`config.mk`:
```
export PLATFORM = sky130hd
export DESIGN_NAME = seg_scan_ctrl
export DESIGN_NICKNAME = d
export VERILOG_FILES = /design/src/rtl/seg_scan_ctrl.sv
export SDC_FILE = /design/constraint.sdc
export NUM_CORES = 1
export LEC_CHECK = 0
export BUFFER_PORTS_ARGS = -buffer_cell sky130_fd_sc_hd__buf_2
export CAP_MARGIN = 20
export CORE_ASPECT_RATIO = 0.9
export CORE_MARGIN = 1.5
export CORE_UTILIZATION = 40
export DETAILED_ROUTE_END_ITERATION = 7
export GPL_TIMING_DRIVEN = 0
export SLEW_MARGIN = 20
export SYNTH_ARGS = -nofsm -noshare
export SYNTH_HDL_FRONTEND = slang
export SYNTH_SLANG_ARGS = --single-unit
```
`constraint.sdc`:
```
create_clock -name clk -period 2.35 [get_ports clk]
set_input_delay 0.235 -clock clk [delete_from_list [all_inputs] [get_ports clk]]
set_output_delay 0.235 -clock clk [all_outputs]
set_load 0.005 [all_outputs]
```
`src/rtl/seg_scan_ctrl.sv`:
```
// seg_scan_ctrl: multiplexed 7-segment scan controller with double-buffered digit data.
// Define DISP_BLINK_EN to add the staged blink_mask input and the blink phase counter.
module seg_scan_ctrl #(
  parameter int NUM_DIGITS     = 8,
  parameter int CLK_DIV        = 50000,
  parameter int SPLIT          = 4,
  parameter bit AN_ACTIVE_LOW  = 1'b0,
  parameter bit SEG_ACTIVE_LOW = 1'b0,
  parameter int BLINK_DIV      = 256
) (
  input  logic                    clk,
  input  logic                    rst,
  input  logic [4*NUM_DIGITS-1:0] show_data,
  input  logic                    load,
  input  logic [NUM_DIGITS-1:0]   dp_mask,
  input  logic [NUM_DIGITS-1:0]   blank_mask,
  input  logic                    lz_en,
`ifdef DISP_BLINK_EN
  input  logic [NUM_DIGITS-1:0]   blink_mask,
`endif
  output logic [7:0]              seg,
  output logic [7:0]              seg1,
  output logic [NUM_DIGITS-1:0]   an,
  output logic                    frame_done
);

  localparam int DIV_W = (CLK_DIV > 1) ? $clog2(CLK_DIV) : 1;
  localparam int IDX_W = (NUM_DIGITS > 1) ? $clog2(NUM_DIGITS) : 1;
  localparam logic [NUM_DIGITS-1:0] AN_OFF  = {NUM_DIGITS{AN_ACTIVE_LOW}};
  localparam logic [7:0]            SEG_OFF = {8{SEG_ACTIVE_LOW}};

  function automatic logic [7:0] seg_decode(input logic [3:0] nib);
    logic [7:0] code;
    unique case (nib)
      4'h0: code = 8'hFC;
      4'h1: code = 8'h60;
      4'h2: code = 8'hDA;
      4'h3: code = 8'hF2;
      4'h4: code = 8'h66;
      4'h5: code = 8'hB6;
      4'h6: code = 8'hBE;
      4'h7: code = 8'hE0;
      4'h8: code = 8'hFE;
      4'h9: code = 8'hF6;
      4'hA: code = 8'hEE;
      4'hB: code = 8'h3E;
      4'hC: code = 8'h9C;
      4'hD: code = 8'h7A;
      4'hE: code = 8'h9E;
      default: code = 8'h8E;
    endcase
    return code;
  endfunction

  logic [DIV_W-1:0]        div_cnt_q, div_cnt_d;
  logic [IDX_W-1:0]        idx_q, idx_d;
  logic                    pending_q, pending_d;
  logic [4*NUM_DIGITS-1:0] data_stg_q, data_stg_d, data_act_q, data_act_d;
  logic [NUM_DIGITS-1:0]   dp_stg_q, dp_stg_d, dp_act_q, dp_act_d;
  logic [NUM_DIGITS-1:0]   blank_stg_q, blank_stg_d, blank_act_q, blank_act_d;
  logic [NUM_DIGITS-1:0]   an_q, an_d;
  logic [7:0]              seg_q, seg_d, seg1_q, seg1_d;
  logic                    frame_done_q, frame_done_d;

  logic                    tick, wrap_tick, transfer, blink_dark;
  logic [IDX_W-1:0]        hi_nz;
  logic [4*NUM_DIGITS-1:0] digit_bits;
  logic [7:0]              code;

  assign tick      = (div_cnt_q == DIV_W'(CLK_DIV - 1));
  assign wrap_tick = tick && (idx_q == IDX_W'(NUM_DIGITS - 1));
  assign transfer  = wrap_tick && pending_q;

  // Highest nonzero digit of the active snapshot bounds leading-zero suppression.
  always_comb begin
    hi_nz = '0;
    for (int k = 0; k < NUM_DIGITS; k++) begin
      if (data_act_q[4*k +: 4] != 4'h0) hi_nz = IDX_W'(k);
    end
  end

  always_comb begin
    digit_bits = data_act_q >> {idx_q, 2'b00};
    code = seg_decode(digit_bits[3:0]);
    if (lz_en && (idx_q > hi_nz)) code = 8'h00;
    code = code | {7'b0, dp_act_q[idx_q]};
    if (blank_act_q[idx_q] || blink_dark) code = 8'h00;
  end

  always_comb begin
    div_cnt_d    = tick ? '0 : div_cnt_q + DIV_W'(1);
    idx_d        = idx_q;
    data_stg_d   = load ? show_data : data_stg_q;
    dp_stg_d     = load ? dp_mask : dp_stg_q;
    blank_stg_d  = load ? blank_mask : blank_stg_q;
    pending_d    = load || (pending_q && !wrap_tick);
    data_act_d   = transfer ? data_stg_q : data_act_q;
    dp_act_d     = transfer ? dp_stg_q : dp_act_q;
    blank_act_d  = transfer ? blank_stg_q : blank_act_q;
    an_d         = an_q;
    seg_d        = seg_q;
    seg1_d       = seg1_q;
    frame_done_d = wrap_tick;
    // The digit at idx_q is latched onto the outputs at its tick, then the index moves on.
    if (tick) begin
      idx_d = wrap_tick ? '0 : idx_q + IDX_W'(1);
      an_d  = AN_OFF ^ (NUM_DIGITS'(1) << idx_q);
      if (int'(idx_q) >= SPLIT) begin
        seg_d  = code ^ SEG_OFF;
        seg1_d = SEG_OFF;
      end else begin
        seg_d  = SEG_OFF;
        seg1_d = code ^ SEG_OFF;
      end
    end
  end

  always_ff @(posedge clk or negedge rst) begin
    if (!rst) begin
      div_cnt_q    <= '0;
      idx_q        <= '0;
      pending_q    <= 1'b0;
      data_stg_q   <= '0;
      dp_stg_q     <= '0;
      blank_stg_q  <= '0;
      data_act_q   <= '0;
      dp_act_q     <= '0;
      blank_act_q  <= '0;
      an_q         <= AN_OFF;
      seg_q        <= SEG_OFF;
      seg1_q       <= SEG_OFF;
      frame_done_q <= 1'b0;
    end else begin
      div_cnt_q    <= div_cnt_d;
      idx_q        <= idx_d;
      pending_q    <= pending_d;
      data_stg_q   <= data_stg_d;
      dp_stg_q     <= dp_stg_d;
      blank_stg_q  <= blank_stg_d;
      data_act_q   <= data_act_d;
      dp_act_q     <= dp_act_d;
      blank_act_q  <= blank_act_d;
      an_q         <= an_d;
      seg_q        <= seg_d;
      seg1_q       <= seg1_d;
      frame_done_q <= frame_done_d;
    end
  end

`ifdef DISP_BLINK_EN
  localparam int BLK_W = (BLINK_DIV > 1) ? $clog2(BLINK_DIV) : 1;

  logic [NUM_DIGITS-1:0] blink_stg_q, blink_stg_d, blink_act_q, blink_act_d;
  logic [BLK_W-1:0]      blink_cnt_q, blink_cnt_d;
  logic                  phase_q, phase_d;

  // Phase only changes at frame boundaries so a frame never blinks partway through.
  always_comb begin
    blink_stg_d = load ? blink_mask : blink_stg_q;
    blink_act_d = transfer ? blink_stg_q : blink_act_q;
    blink_cnt_d = blink_cnt_q;
    phase_d     = phase_q;
    if (wrap_tick) begin
      if (blink_cnt_q == BLK_W'(BLINK_DIV - 1)) begin
        blink_cnt_d = '0;
        phase_d     = ~phase_q;
      end else begin
        blink_cnt_d = blink_cnt_q + BLK_W'(1);
      end
    end
  end

  always_ff @(posedge clk or negedge rst) begin
    if (!rst) begin
      blink_stg_q <= '0;
      blink_act_q <= '0;
      blink_cnt_q <= '0;
      phase_q     <= 1'b0;
    end else begin
      blink_stg_q <= blink_stg_d;
      blink_act_q <= blink_act_d;
      blink_cnt_q <= blink_cnt_d;
      phase_q     <= phase_d;
    end
  end

  assign blink_dark = phase_q && blink_act_q[idx_q];
`else
  assign blink_dark = 1'b0;
`endif

  assign seg        = seg_q;
  assign seg1       = seg1_q;
  assign an         = an_q;
  assign frame_done = frame_done_q;

endmodule

```
# ---- Word-level counts from Yosys, hierarchy flattened
# Memories as Yosys holds them, arrays and structs flattened.
# Index checks and enable logic that the tools add are counted.
# Widths: inputs -> output; s select.
dict set report word_totals {
  reg_bits 141
  latch_bits 0
  ramBits 0
  mem_bits_ro 112
  inputBits 52
  output_inout_bits 25
  word_cells 54
  memories 1
}
dict set report op_classes {
  add_sub_neg 2
  multipliers 0
  div_mod_pow 0
  n_lt_le_gt_ge 3
  n_eq_ne 2
  n_shift 2
  muxes 17
  n_bitwise 1
  reduce_logical 13
}
# name depth word_bits rd rd_clocked_by_memory_dff write_ports line
set mem_list {}
lappend mem_list {{(no name shown)} 16 7 1 0 0 34} ;# unique case (nib)
# op count
set ops {}
lappend ops {{$mux 8} 4}
lappend ops {{$shr 32x5->4} 1}
lappend ops {{$reduce_bool 4->1} 7}
lappend ops {{$add 16x1->16 const B} 1}
lappend ops {{$eq 16x16->1 const B} 1}
lappend ops {{$mux 16} 1}
lappend ops {{$mux 3} 5}
lappend ops {{$or 8x1->8} 1}
lappend ops {{$shl 1x3->8 const A} 1}
lappend ops {{$bmux 1 s3} 2}
lappend ops {{$logic_and 1x1->1} 4}
lappend ops {{$lt 3x4->1 const B} 1}
lappend ops {{$mux 2} 2}
lappend ops {{$add 3x1->3 const B} 1}
lappend ops {{$eq 3x3->1 const B} 1}
lappend ops {{$ge 3x3->1 const B} 1}
lappend ops {{$gt 3x3->1} 1}
lappend ops {{$mux 1} 3}
lappend ops {{$logic_not 1->1} 1}
lappend ops {{$logic_or 1x1->1} 1}

# ---- Logic depth before layout (Yosys ltp)
# Gate-level depths: netlist (run 1).
dict set report logic_depth {
  word_depth 14
  depth_mapped 14
  depth_no_buf 13
}

# ---- Worst setup path before layout (run 1)
# No wires, ideal clock.
dict set report synth_timing {
  kind {register to register}
  start {register idx_q[0]}
  end {register seg1_q[7] (netlist: seg1[7])}
  setup_ps 64
  arrival_ps 2450
  t_required_ps 2286
  setup_slack_ps -164
  path_stages_with_launch 11
  n_path_buf 2
  synth_period_minus_slack_ps 2514
  cell_sequence {dfrtp_1 buf_6 buf_6 mux4_2 mux2i_1 inv_2 ha_1 nor3b_1 a211o_1 nor4_1 a21o_1}
}
dict set report synth_via {
  elab_chain_len 6
  elab_cells_between_ends 11
  cone_classes {2 x order compare; 1 x shift; 5 x mux; 1 x bitwise; 1 x reduce/logical; 1 x memory}
}
# element line
set synth_lines {}
lappend synth_lines {{from (decl)} 56} ;# logic [IDX_W-1:0] idx_q, idx_d;
lappend synth_lines {{from (signal assigned)} 135} ;# idx_q <= idx_d;
lappend synth_lines {{$shr 32x5->4 or $gt 3x3->1 (tied branches)} {83, 85}}
lappend synth_lines {{$mem_v2 16x7 or $logic_and 1x1->1 (tied branches)} --}
lappend synth_lines {{$mux 8} 85} ;# if (lz_en && (idx_q > hi_nz)) code = 8'h00;
lappend synth_lines {{$or 8x1->8} 86} ;# code = code | {7'b0, dp_act_q[idx_q]};
lappend synth_lines {{$mux 8} 87} ;# if (blank_act_q[idx_q] || blink_dark) code = 8'h00;
lappend synth_lines {{$mux 8 (*)} 108} ;# if (int'(idx_q) >= SPLIT) begin
lappend synth_lines {{to (signal assigned)} 145} ;# seg1_q <= seg1_d;
lappend synth_lines {{to (decl)} 62} ;# logic [7:0] seg_q, seg_d, seg1_q, seg1_d;
# Every way passes the cells marked *; elsewhere a longest branch is shown, timed or not. The select of a mux whose other input is x is not followed.
# A chain may end at the register's enable or synchronous reset.

# ---- Final worst setup path (run 1)
dict set report layout_timing {
  start {register data_act_q[8]}
  end {register seg_q[1] (netlist: seg[1])}
}
dict set report layout_via {
  elab_chain_len 13
  elab_cells_between_ends 15
  cone_classes {1 x order compare; 1 x shift; 9 x mux; 1 x bitwise; 2 x reduce/logical; 1 x memory}
}
# element line
set layout_lines {}
lappend layout_lines {{from (decl)} 58} ;# logic [4*NUM_DIGITS-1:0] data_stg_q, data_stg_d, data_act_q, data_act_d;
lappend layout_lines {{from (signal assigned)} 140} ;# data_act_q <= data_act_d;
lappend layout_lines {{$reduce_bool 4->1} 78} ;# if (data_act_q[4*k +: 4] != 4'h0) hi_nz = IDX_W'(k);
lappend layout_lines {{$mux 2 (2 in a row)} 78}
lappend layout_lines {{$mux 3 (4 in a row)} 78}
lappend layout_lines {{$gt 3x3->1} 85}
lappend layout_lines {{$logic_and 1x1->1} 85}
lappend layout_lines {{$mux 8 (*)} 85}
lappend layout_lines {{$or 8x1->8 (*)} 86}
lappend layout_lines {{$mux 8 (*)} 87}
lappend layout_lines {{$mux 8 (*)} 108}
lappend layout_lines {{to (signal assigned)} 144} ;# seg_q <= seg_d;
lappend layout_lines {{to (decl)} 62}
# Every way passes the cells marked *; elsewhere a longest branch is shown, timed or not.

==> results.tsv, run 1 <==
metric	value	unit
status	finished with violations	
violations	negative setup slack	
hold_path_startpoint	show_data[16]	
synthToLayoutAreaGrowth	24.1	%
clockBufferDepth	2	
cp_max_fo	10	
hold_path.class	input pin to flop	
r2r_end	seg[1]	
fin_ws	-306	ps
die_x	136	µm
finalWeightedCongestion	0.827	
p_int	0.00440	W
syn_area	6350	µm²
crit_type	flop to flop	
grt_pass1_vias	4232	
rr_startpoint	data_act_q[8]	
final-setup-viol-count	14	
dp_worst_setup_slack	-458	ps
swShare	21.1	%
clock_latency	420	ps
synth_top_cell_area_share	55.5	%
ios	77	
drt_iter0_markers	172	
core_area	15500	µm²
synth_area_leader_cell	dfrtp_1	
hold_end	data_stg_q[16]	
synth-edff-count	0	
hold_viol	0	
numCtsBuffers	17	
critPathLaunchType	flop	
grt_use_total	17.3	%
dr.pass1.iters	4	
wl_per_cell	16.9	µm
synth_area_per_cell	13.6	µm²
tns	-3210	ps
via_count	4048	
rows	43	
diodes	0	
p_leak	3.87	nW
slew_violations	0	
antenna_found_initial	0	
r2r_slack	-310	ps
p_clk_share	50.4	%
powerDensity	707	nW/µm²
vias_per_cell	5.14	
synth_nets	536	
dp_hpwl	9.41	mm
die_y	123	µm
irDropWorstVdd	0.522	mV
fin_nets	641	
seq_area_frac_synth	55.5	%
fin_crit	2660	ps
grt_max_degree	90	
ys_seq_elements	141	
rsz0062_at_grt	true	
numClockSinks	141	
cts_tree	yes	
ys_types	51	
r2r_cells	14	
yosys-top-cells-area	dfrtp_1 56%, mux2_2 13%, mux4_2 4.3%, mux2_1 3.5%, ha_1 3.2%	
grt_pass1_wl	21.8	mm
ant_nets	0	
synthCells	468	
drv_cap	0	
cp.required	2700	ps
port_buffers	75	
wl	13.3	mm
grt_overflow_total	0	
ctsRootBufferMaster	clkbuf_16	
net-switching-power	0.00118	W
crit_path_end_kind	flop	
fillers	1339	
async_flop_share	100	%
hold_depth	2	
dieArea	16700	µm²
max_freq	0.376	GHz
yosysWarningCount	0	
slew-limit-headroom	48.6	%
fin_crit_sh	113	%
initial_utilization	41.0	%
critical_path_arrival	3010	ps
power_frac_seq	45.9	%
h-tree-depth	4	
drive_gt1_share	42.3	%
synthFlopType	dfrtp_1	
worst_pin_slew	772	ps
finClkSkew	9.96	ps
drc	0	
cts.clk_slew.worst_paths	60	ps
p_comb_share	3.7	%
[placed cells by master (no fill, tap or decap), types with 7 or more instances in the layout]
cell / n
dfrtp_1: 141
buf_2: 77
mux2_2: 76
nand2_1: 45
mux2_1: 20
clkbuf_16: 17
ha_1: 15
a21o_1: 13
mux4_2: 12
nor2_1: 11
buf_4: 10
o21ai_0: 10
buf_6: 7
nor4_2: 7
clkbuf_1: 7
xor2_1: 7
nand3_1: 7
[final cells by class]
type	count	area (µm²)	area share, %
Sequential cell	141	3530	44.7
Multi-Input combinational cell	297	2790	35.4
Timing Repair Buffer	86	490	6.22
Clock buffer	18	429	5.44
Tap cell	202	253	3.21
Clock inverter	14	193	2.44
Buffer	23	174	2.21
Inverter	7	26.3	0.333
[synth_stat cells, types with 2 or more instances]
cell	number
ha_1	16
nand3_1	9
buf_2	4
inv_2	2
nor2b_1	2
mux2i_4	2
clkbuf_1	7
a221o_1	2
nand2_1	45
xnor2_1	5
o21ai_0	10
o21ai_1	6
and3_1	3
mux2i_1	6
xor2_1	7
inv_1	4
nand3b_1	2
dfrtp_1	141
buf_1	4
nor3_1	5
nand2b_1	3
mux4_2	12
mux2_1	20
mux2_2	76
nor4_1	13
nand4_1	2
and4_1	3
a21o_1	13
nor2_1	12
buf_6	8
and2_1	3
a2111oi_1	2
[metal layers]
metal	global-route usage [%]	wire length (µm)	up-vias	share of wire (%)
met1	23.4	6380	2065	48
met5	0	0	-	0
met3	4.42	480	14	3.6
met4	5.85	155	0	1.2
li1	-	-	1893	-
met2	27.3	6270	76	47
[registers in the layout, summed over array words and instances, names as in the netlist]
| register | count |
|---|---|
| dp_stg_q | 8 |
| an | 8 |
| data_stg_q | 32 |
| div_cnt_q | 16 |
| data_act_q | 32 |
| seg | 8 |
| blank_act_q | 8 |
| blank_stg_q | 8 |
| seg1 | 8 |
| frame_done | 1 |
| dp_act_q | 8 |
| pending_q | 1 |
| idx_q | 3 |
[stage by stage]
stage | power [W] | instances | util, % | hold slack, ps | cell area, µm²
3_5_place_dp | 0.00281 | 746 | 45.6 | 174 | 7070
2_1_floorplan | 0.00268 | 468 | - | -60.6 | 6400
4_1_cts | 0.00563 | 788 | 50.6 | 27.9 | 7830
6_report | 0.00558 | 788 | 50.9 | 40.1 | 7890
5_1_grt | 0.00578 | 788 | 50.9 | 29.6 | 7890
3_3_place_gp | 0.00280 | 745 | 45.4 | 448 | 7030
[power groups by stage]
| stage | registers, W | clock network (W) | logic, W |
|---|---|---|---|
| 2_1_floorplan | 0.00258 | 0 | 0.0000997 |
| 3_3_place_gp | 0.00260 | 0 | 0.000196 |
| 3_5_place_dp | 0.00260 | 0 | 0.000212 |
| 4_1_cts | 0.00256 | 0.00285 | 0.000215 |
| 5_1_grt | 0.00257 | 0.00298 | 0.000231 |
| 6_report | 0.00256 | 0.00281 | 0.000207 |
[cell families after synthesis]
| kind of cell | Yosys count | share of synthesized area [%] |
|---|---|---|
| simple gates | 112 | 9.41 |
| fa+ha+maj | 16 | 3.15 |
| buf+inv | 30 | 2.80 |
| mux | 117 | 23.2 |
| flops | 141 | 55.5 |
| compound gates | 40 | 4.31 |
| xor+xnor | 12 | 1.65 |
[critical path: stages (launching register included)]
cell       delay, ps
dfrtp_1          430
nor4_4           340
o41ai_2          120
a21bo_2          220
nand2_1           60
nand2_1           50
nand2_1           90
ha_1             140
nor2b_1           40
o21a_1           160
o211ai_1         180
nand3_2          150
buf_8            180
a2111oi_4        290
a21o_1           120
[repair_timing]
item	4_1_cts	5_1_grt
buffers inserted	9	0
hold buffers	1	0
gates resized for setup	10	8
gates cloned	0	0
endpoints found under the setup margin	15	45
hold endpoints to repair	52	0
pin swaps	2	3
[worst max-delay path by stage]
stage	start	depth (start not counted)	endpoint	slack, ps
2_1_floorplan	idx_q[0]	10	seg1[7]	-60
3_3_place_gp	rst	1	data_stg_q[11]	-870
3_5_place_dp	data_act_q[10]	14	seg[6]	-460
4_1_cts	data_act_q[11]	14	seg[1]	-290
5_1_grt	idx_q[0]	10	seg1[7]	-430
6_report	data_act_q[8]	14	seg[1]	-310
Power figures use the tool's default switching activity.
==> run 2, diff against run 1 <==
BUFFER_PORTS_ARGS = -buffer_cell sky130_fd_sc_hd__buf_4   (was -buffer_cell sky130_fd_sc_hd__buf_2)
==> run 2 against run 1 <==
Effect of this change:
- utilization grew 2.1 points
- final cell count grew 0.76%
- combinational power grew 11%
- design area grew 4.1%
- via count grew 1.0%
- the run still ends with negative setup slack left
- worst setup slack lost 25 ps
- flip-flop and latch count is the same
- power shrank 4.4%
- non-clock buffer count grew 6
- die area is the same
- critical path type unchanged
- hold slack gained 4.3 ps
- sequential share of layout area shrank 1.7 points
==> results.tsv, run 2 (synthesized netlist as in run 1, its figures left out) <==
metric	value	unit
critical_path_arrival	3040	ps
core_area	15500	µm²
vias_per_cell	5.15	
grt_use_total	17.4	%
h-tree-depth	4	
ctsRootBufferMaster	clkbuf_16	
finClkSkew	8.52	ps
cts.clk_slew.worst_paths	60	ps
swShare	22.0	%
irDropWorstVdd	0.485	mV
drive_gt1_share	47.1	%
powerDensity	650	nW/µm²
p_clk_share	47.7	%
hold_path.class	input pin to flop	
crit_type	flop to flop	
biggestRegsByFlops	data_act_q x32, data_stg_q x32, div_cnt_q x16	
placed_cells	746	
drv_cap	0	
dp_hpwl	9.53	mm
numCtsBuffers	17	
die_x	136	µm
fin_crit	2680	ps
clockBufferDepth	2	
fin_nets	647	
p_int	0.00416	W
port_buffers	75	
drc	0	
p_comb_share	4.3	%
final_util	53.0	%
clock_latency	420	ps
p_leak	4.04	nW
finalWeightedCongestion	0.808	
via_count	4089	
cp_max_fo	10	
grt_pass1_vias	4204	
grt_pass1_wl	21.8	mm
final_common_cell	dfrtp_1	
power	0.00533	W
power_frac_seq	48.0	%
holdWs	44.5	ps
fillers	1322	
crit_path_end_kind	flop	
max_freq	0.373	GHz
drt_iter0_markers	249	
net-switching-power	0.00117	W
antenna_found_initial	0	
cp.required	2710	ps
slew-limit-headroom	49.3	%
numClockSinks	141	
grt_max_degree	102	
dr.pass1.iters	4	
hold_viol	0	
synthToLayoutAreaGrowth	29.1	%
rsz0062_at_grt	true	
dp_worst_setup_slack	-425	ps
diodes	0	
ant_nets	0	
fin_crit_sh	114	%
dieArea	16700	µm²
slew_violations	0	
fin_cells	794	
die_y	123	µm
violations	negative setup slack	
rows	43	
grt_overflow_total	0	
initial_utilization	41.0	%
ios	77	
status	finished with violations	
cts_tree	yes	
fin_ws	-331	ps
wl	13.5	mm
wl_per_cell	17.0	µm
critPathLaunchType	flop	
mostFrequentLayoutCells	140 x dfrtp_1, 88 x buf_4, 76 x mux2_2, 45 x nand2_1, 21 x mux2_4	
final-setup-viol-count	14	
worst_pin_slew	761	ps
## run 2: stage by stage
step / TNS (ps) / area (µm²)
2_1_floorplan: -59.4 / 6400
3_3_place_gp: -4130 / 7220
3_5_place_dp: -4210 / 7260
4_1_cts: -3450 / 7970
5_1_grt: -6680 / 8210
6_report: -3650 / 8210
## run 2: worst paths after layout
check	start	to	slack, ps	cells past startpoint
max in group asynchronous	rst	data_act_q[11]	1260	3
min	dp_mask[3]	dp_stg_q[3]	40	2
max	data_act_q[11]	seg[1]	-330	14
min in group asynchronous	rst	div_cnt_q[7]	290	2
min reg2reg	an[6]	an[6]	470	2
max reg2reg	data_act_q[11]	seg[1]	-330	14
## run 2: cell type report
class | count | area, µm² | share of cell area, %
multi-input cells | 297 | 2860 | 34.9
plain buffers | 21 | 190 | 2.32
well taps | 202 | 253 | 3.08
flip-flops and latches | 141 | 3530 | 43.0
clock buffers | 19 | 453 | 5.52
inverters | 7 | 26.3 | 0.320
clock inverters | 13 | 116 | 1.42
repair buffers | 94 | 774 | 9.44
## run 2: repair_timing
action | in CTS | in global routing
setup endpoints to repair | 14 | 61
pin swaps | 2 | 6
buffers inserted | 7 | 8
cloned | 0 | 2
hold endpoints to repair | 40 | 0
resized for setup | 12 | 37
hold buffers | 1 | 0
## run 2: per-layer routing
| metal | track usage (%) | vias up | routed length (µm) |
|---|---|---|---|
| met2 | 26.6 | 83 | 6380 |
| li1 | - | 1902 | - |
| met1 | 24.3 | 2096 | 6540 |
| met5 | 0 | - | 0 |
| met4 | 6.58 | 0 | 108 |
| met3 | 3.88 | 8 | 464 |
## run 2: worst max-delay path: stages (launching register included)
cell and delay, ps:
dfrtp_2 440, nor4_4 360, o41ai_2 130, a21bo_2 220, nand2_1 60, nand2_1 50
nand2_1 80, ha_1 130, nor2b_1 40, o21a_1 160, o211ai_1 180, nand3_2 130
clkbuf_8 200, a2111oi_4 300, a21o_1 120
## run 2: power groups by stage
stage                     Combinational, W  Clock [W]  Sequential (W)
after floorplan                  0.0000997          0         0.00258
after global placement            0.000219          0         0.00260
after detailed placement          0.000234          0         0.00260
after CTS                         0.000236    0.00260         0.00256
after global routing              0.000256    0.00272         0.00257
final                             0.000230    0.00254         0.00256
==> run 3, diff against run 2 <==
SETUP_SLACK_MARGIN = 0.4   (was not set)
==> run 3 against run 2 <==
Effect of this change:
- sequential share of layout area is 2.4 points lower
- critical path depth down 2
- flip-flop and latch count stayed put
- maximum frequency increased by 1.1%
- largest power group unchanged
- design area is 5.9% higher
- non-clock buffer count increased by 13
- clock skew down 3.3 ps
- the run still ends with negative setup slack left
==> results.tsv, run 3 (synthesized netlist as in run 1, its figures left out) <==
metric	value	unit
grt_util_met1	25.5	%
grt_overflow_total	0	
multi_input_area	3090	µm²
critical_path_arrival	3010	ps
p_leak	4.28	nW
crit_path_end_kind	flop	
crit_type	flop to flop	
cp_max_fo	8	
final_common_cell	dfrtp_1	
clockBufferDepth	2	
fin_nets	660	
powerDensity	612	nW/µm²
rsz0062_at_grt	true	
rows	43	
drive_gt1_share	49.9	%
cp.required	2710	ps
grt_pass1_vias	4258	
drc	0	
regArea	3530	µm²
r2r_end	seg[1]	
cp_slowest_cell	dfrtp_1	
irDropWorstVdd	0.483	mV
fin_crit_sh	113	%
wl_per_cell	17.1	µm
finalWeightedCongestion	0.807	
clock_latency	420	ps
rr_startpoint	data_act_q[19]	
ant_nets	0	
cts_tree	yes	
wl	13.8	mm
grt_max_degree	104	
worst_pin_slew	746	ps
hold_path.class	input pin to flop	
antenna_found_initial	0	
numCtsBuffers	17	
initial_utilization	41.0	%
cts.clk_slew.worst_paths	60	ps
fin_crit	2650	ps
mostFrequentLayoutCells	140 x dfrtp_1, 89 x buf_4, 49 x mux2_4, 48 x mux2_2, 42 x nand2_1	
port_buffers	75	
die_x	136	µm
dieArea	16700	µm²
status	finished with violations	
fin_ws	-303	ps
hold_viol	0	
dr.pass1.iters	4	
ctsRootBufferMaster	clkbuf_16	
biggestRegsByFlops	data_act_q x32, data_stg_q x32, div_cnt_q x16	
h-tree-depth	4	
grt_use_total	18.0	%
diodes	0	
critPathLaunchType	flop	
path_cells	nor4_2 > nand2_1 > a21oi_2 > nor2_1 > ha_1 > nor2b_1 > o21a_1 > o211ai_1 > nand3_2 > clkbuf_16 > a2111oi_4 > a21o_1	
violations	negative setup slack	
drv_cap	0	
r2r_cells	12	
max_freq	0.377	GHz
vias_per_cell	5.12	
setup.worst_path.end	seg[1]	
core_area	15500	µm²
busiest_layer	met2	
final-setup-viol-count	14	
fillers	1268	
cp.depth	12	
max_stage_delay	410	ps
slew-limit-headroom	50.3	%
drt_iter0_markers	142	
grt_pass1_wl	22.6	mm
power	0.00532	W
finClkSkew	5.18	ps
die_y	123	µm
use_met2	27.2	%
crit_family	compound AO/OA/AOI/OAI gates	
slew_violations	0	
globalRouteMet3Util	5.16	%
startpoint	data_act_q[19]	
ios	77	
crit_buf_inv	1	
numClockSinks	141	
tns	-3690	ps
dp_hpwl	9.30	mm
synthToLayoutAreaGrowth	36.8	%
via_count	4130	
r2r_slack	-300	ps
run 3: cell types whose count changed in the layout (fill, tap and decap cells not counted), moves of 3 or more:
cell | before | now
mux2_2 | 76 | 48
buf_12 | 4 | 8
nand2_1 | 45 | 42
buf_6 | 5 | 10
o21ai_0 | 10 | 7
buf_16 | 1 | 4
mux2_4 | 21 | 49
run 3: stage by stage:
stage	utilization, %	cell area (µm²)	cells	hold WS (ps)	setup WS, ps
3_5_place_dp	47.8	7410	746	133	-372
2_1_floorplan	-	6560	468	-60.6	-55.5
4_1_cts	54.8	8500	801	30.2	-272
6_report	56.1	8690	807	47.0	-303
3_3_place_gp	47.6	7380	745	455	-360
5_1_grt	56.1	8690	807	24.9	-452
run 3: worst min-delay path by stage:
stage	startpoint	to	depth (start not counted)
after floorplan	rst	an[0]	0
after global placement	an[6]	an[6]	2
after detailed placement	rst	div_cnt_q[5]	1
after CTS	dp_mask[3]	dp_stg_q[3]	2
after global routing	show_data[27]	data_stg_q[27]	2
final	show_data[15]	data_stg_q[15]	2
run 3: layer usage:
metal | vias to the layer above | routed length [µm]
met5 | - | 0
met4 | 0 | 89
met3 | 8 | 537
met2 | 82 | 6430
met1 | 2109 | 6720
li1 | 1931 | -
run 3: power breakdown:
part	switching, W	internal (W)
sequential	0.0000474	0.00251
combinational	0.0000957	0.000136
clock	0.000994	0.00153
total	0.00114	0.00418
run 3: final cells by class:
class                      instances  share of cell area, %
inverter                           7                  0.302
buffer                            23                   3.18
multi-input combinational        297                   35.5
clock buffer                      22                   5.45
tap                              202                   2.91
timing repair buffer             105                   11.0
clock inverter                    10                   1.04
sequential                       141                   40.6
run 3: repair_timing:
action,CTS,global route
resized for setup,69,21
hold endpoints to repair,38,0
setup endpoints to repair,78,81
gates cloned,4,1
hold buffers,1,0
pin swaps,7,4
buffers inserted,18,5
